--- src/rtl/decade_counter_mod_ten.sv ---
// decade_counter_mod_ten
//
// Synchronous modulo-MODULUS up-counter with a T-style count enable.
// MODULUS defaults to 10 (a decade / BCD digit stage). The count is shown
// twice, in the way a T flip-flop chain read from its inverted outputs shows it:
//   Q_bar : count in true binary, 0..MODULUS-1
//   Q     : bitwise complement of the count (~Q_bar)
//
// Ports:
//   clock     in   1  rising-edge clock
//   preset    in   1  asynchronous active-high reset, count -> 0
//   clear     in   1  synchronous active-high clear, count -> 0
//   T         in   1  count enable
//   Q         out  4  ~count
//   Q_bar     out  4  count
//   carry_out out  1  (only when DECADE_CARRY_OUT_EN is defined) high while
//                     the count is at its last value and T is enabling a
//                     step. Feed it to the T input of the next-higher digit.
//
// Optional feature macro: DECADE_CARRY_OUT_EN (undefined by default).
//
// Priority at each rising edge: preset > clear > T.

module decade_counter_mod_ten #(
    parameter int MODULUS = 10
) (
    input  logic       clock,
    input  logic       preset,
    input  logic       clear,
    input  logic       T,
    output logic [3:0] Q,
    output logic [3:0] Q_bar
`ifdef DECADE_CARRY_OUT_EN
    ,
    output logic       carry_out
`endif
);

    // Last legal count value, sized to the register width.
    localparam logic [3:0] LAST = 4'(MODULUS - 1);

    logic [3:0] cnt;

    // ">=" rather than "==" lets an out-of-range count (for example after an
    // upset) return to 0 on the next enabled edge rather than run through
    // the illegal codes.
    always_ff @(posedge clock or posedge preset) begin
        if (preset) begin
            cnt <= 4'd0;
        end else if (clear) begin
            cnt <= 4'd0;
        end else if (T) begin
            if (cnt >= LAST) begin
                cnt <= 4'd0;
            end else begin
                cnt <= cnt + 4'd1;
            end
        end
    end

    assign Q_bar = cnt;
    assign Q     = ~cnt;

`ifdef DECADE_CARRY_OUT_EN
    // Combinational, so the next stage sees it in the same cycle in which
    // this stage wraps.
    assign carry_out = (cnt == LAST) && T && !clear && !preset;
`endif

endmodule

--- config.mk ---
export PLATFORM = sky130hd
export DESIGN_NAME = decade_counter_mod_ten
export DESIGN_NICKNAME = d
export VERILOG_FILES = /design/src/rtl/decade_counter_mod_ten.sv
export SDC_FILE = /design/constraint.sdc
export NUM_CORES = 1
export LEC_CHECK = 0
export CORE_AREA = 2 2 39 41
export DETAILED_ROUTE_END_ITERATION = 12
export DIE_AREA = 0 0 41 43
export MAX_ROUTING_LAYER = met4
export SETUP_SLACK_MARGIN = 0.1
export SLEW_MARGIN = 0
export SYNTH_ARGS = -nofsm -noshare
export SYNTH_HDL_FRONTEND = slang
export SYNTH_SLANG_ARGS = --single-unit
--- constraint.sdc ---
create_clock -name clock -period 1.9 [get_ports clock]
set_clock_uncertainty 0.1 [all_clocks]
set_input_delay 0.19 -clock clock [delete_from_list [all_inputs] [get_ports clock]]
set_output_delay 0.19 -clock clock [all_outputs]
set_load 0.005 [all_outputs]
==> results.sh <==
export IMPL_vias=213
export IMPL_dieArea_um2=1760
export IMPL_hpwlAfterDp_um=415
export IMPL_reg2reg_from="Q_bar[1]"
export IMPL_wl_per_cell_um=9.26
export IMPL_dieHeight_um=43
export IMPL_drv_slew=0
export IMPL_synth_distinct_cells=13
export IMPL_yosysSeqAreaShare_pct=41.2
export IMPL_clk_pin_slew_ns=0.04
export IMPL_avgSynthCellArea_um2=10.6
export IMPL_vias_per_cell=4.02
export IMPL_cp_arrival_ns=1.62
export IMPL_grt_pass1_vias=208
export IMPL_r2r_cells=4
export IMPL_powerDensity_nw_per_um2=613
export IMPL_setup_viol=0
export IMPL_ant_nets=0
export IMPL_worst_pin_slew_ns=0.279
export IMPL_die_w_um=41
export IMPL_antenna_cells=0
export IMPL_holdBufCountCts=0
export IMPL_critPathKind="reg -> reg"
export IMPL_io_buffers=11
export IMPL_power_uw=242
export IMPL_hp_class="in -> async"
export IMPL_timing_fmax_mhz=622
export IMPL_clock_latency_ns=0.23
export IMPL_fin_tns_setup_ns=0
export IMPL_post_cts_buffers=0
export IMPL_clock_path_buffers=2
export IMPL_first_iter_violations=1
export IMPL_cp_required_ns=1.91
export IMPL_yosys_warnings=0
export IMPL_cts_made_buffers=3
export IMPL_synth_net_count=30
export IMPL_post_route_period_util_pct=84.6
export IMPL_startpoint="Q_bar[1]"
export IMPL_cts_sinks=4
export IMPL_dr_pass1_iters=2
export IMPL_synthCells=23
export IMPL_synth_seq_cells=4
export IMPL_max_slew_margin_rel_pct=81.3
export IMPL_cts_resized_gates=0
export IMPL_crit_end="Q_bar[3]"
export IMPL_final_nets=46
export IMPL_ff2ff_setup_slack_ns=0.29
export IMPL_drc=0
export IMPL_grt_start_max_net_pins=7
export IMPL_antenna_found_initial=0
export IMPL_track_usage_pct=7.25
export IMPL_leakage_nw=0.176
export IMPL_final_common_cell="clkdlybuf4s50_1"
export IMPL_rsz0062_at_grt="false"
export IMPL_io_pins=12
export IMPL_maxCapViolCount=0
export IMPL_grt_pass1_wl_um=779
export IMPL_final_cell_mix="11 x clkdlybuf4s50_1, 5 x inv_1, 4 x dfrtp_1, 3 x ha_1, 3 x clkbuf_4"
export IMPL_overflow=0
export IMPL_worstSetupStartpointType="register"
export IMPL_largest_reg_flops=4
export IMPL_core_um2=1380
export IMPL_initial_core_util_pct=17.5
export IMPL_gp_congestion=0.656
export IMPL_tritoncts="yes"
export IMPL_fin_util_pct=28.6
export IMPL_fin_crit_ns=1.61
export IMPL_r2r_end="Q_bar[3]"
export IMPL_ir_worst_vdd_mv=0.308
export IMPL_hold_viol_final=0
export IMPL_status="complete, no violations"
export IMPL_syn2layout_area_growth_pct=62.9
export IMPL_synth_area_um2=243
export IMPL_htreeDepth=1
export IMPL_finalWirelength_um=491
export IMPL_crit_path_max_fanout=5
export IMPL_drive_gt1_share_pct=18.9
export IMPL_root_buffer="clkbuf_4"
export IMPL_end_kind="register"
export IMPL_rows=14
layer usage:
layer,vias up,part of all wire [%],global-route usage [%]
met1,99,44,8.85
met3,0,4.9,1.57
li1,108,-,-
met4,0,0,8.00
met5,-,0,-
met2,6,51,8.75
synth_stat cells:
cell type / instances / area [um2]
a21oi_2: 1 / 8.76
a41oi_1: 1 / 8.76
ha_1: 3 / 37.5
nor2_1: 2 / 7.51
a22o_2: 1 / 10.0
inv_1: 5 / 18.8
or3b_1: 1 / 8.76
a311oi_1: 1 / 8.76
dfrtp_1: 4 / 100
o21ai_0: 1 / 5.00
mux2_2: 1 / 11.3
a32o_2: 1 / 11.3
nand2b_1: 1 / 6.26
stage by stage:
step                instances  worst slack (ns)  hold WS, ns  area [um2]
finish                     53             0.293       0.0345         395
global route               53             0.208       0.0482         395
detailed placement         50             0.295        0.281         373
global placement           50             0.276        0.285         373
floorplan                  23             0.369       -0.144         243
CTS                        53             0.283       0.0292         395
area by class of cell:
type,count,area [um2]
fill,152,988
tap,16,20.0
sequential,4,100
clock buffer,3,22.5
inverter,5,18.8
timing repair buffer,11,110
multi-input combinational,14,124
worst min-delay path by stage:
| stage | from | to |
|---|---|---|
| floorplan | preset | Q_bar[0] |
| global placement | preset | Q_bar[1] |
| detailed placement | preset | Q_bar[0] |
| CTS | preset | Q_bar[0] |
| global route | preset | Q_bar[2] |
| finish | preset | Q_bar[1] |
logic make-up (layout without fill, tap and decap cells):
kind of cell,count (synthesis),after routing,share of synthesized area (%)
muxes,1,1,4.64
DFF,4,4,41.2
adders and majority gates,3,3,15.5
AOI/OAI and AO/OA,6,6,21.6
buffers and inverters,5,19,7.73
and+or+nand+nor,4,4,9.28
power by group:
part,internal [mW],switching (mW)
Clock,0.0705,0.0325
Combinational,0.0274,0.0170
Sequential,0.0894,0.00544
Total,0.187,0.0549
critical path: stages, from the launching register on:
cell,delay (ns)
dfrtp_1,0.40
inv_1,0.10
ha_1,0.17
or3b_1,0.38
a311oi_1,0.33
Note: power is estimated with default switching activity, not from simulation.
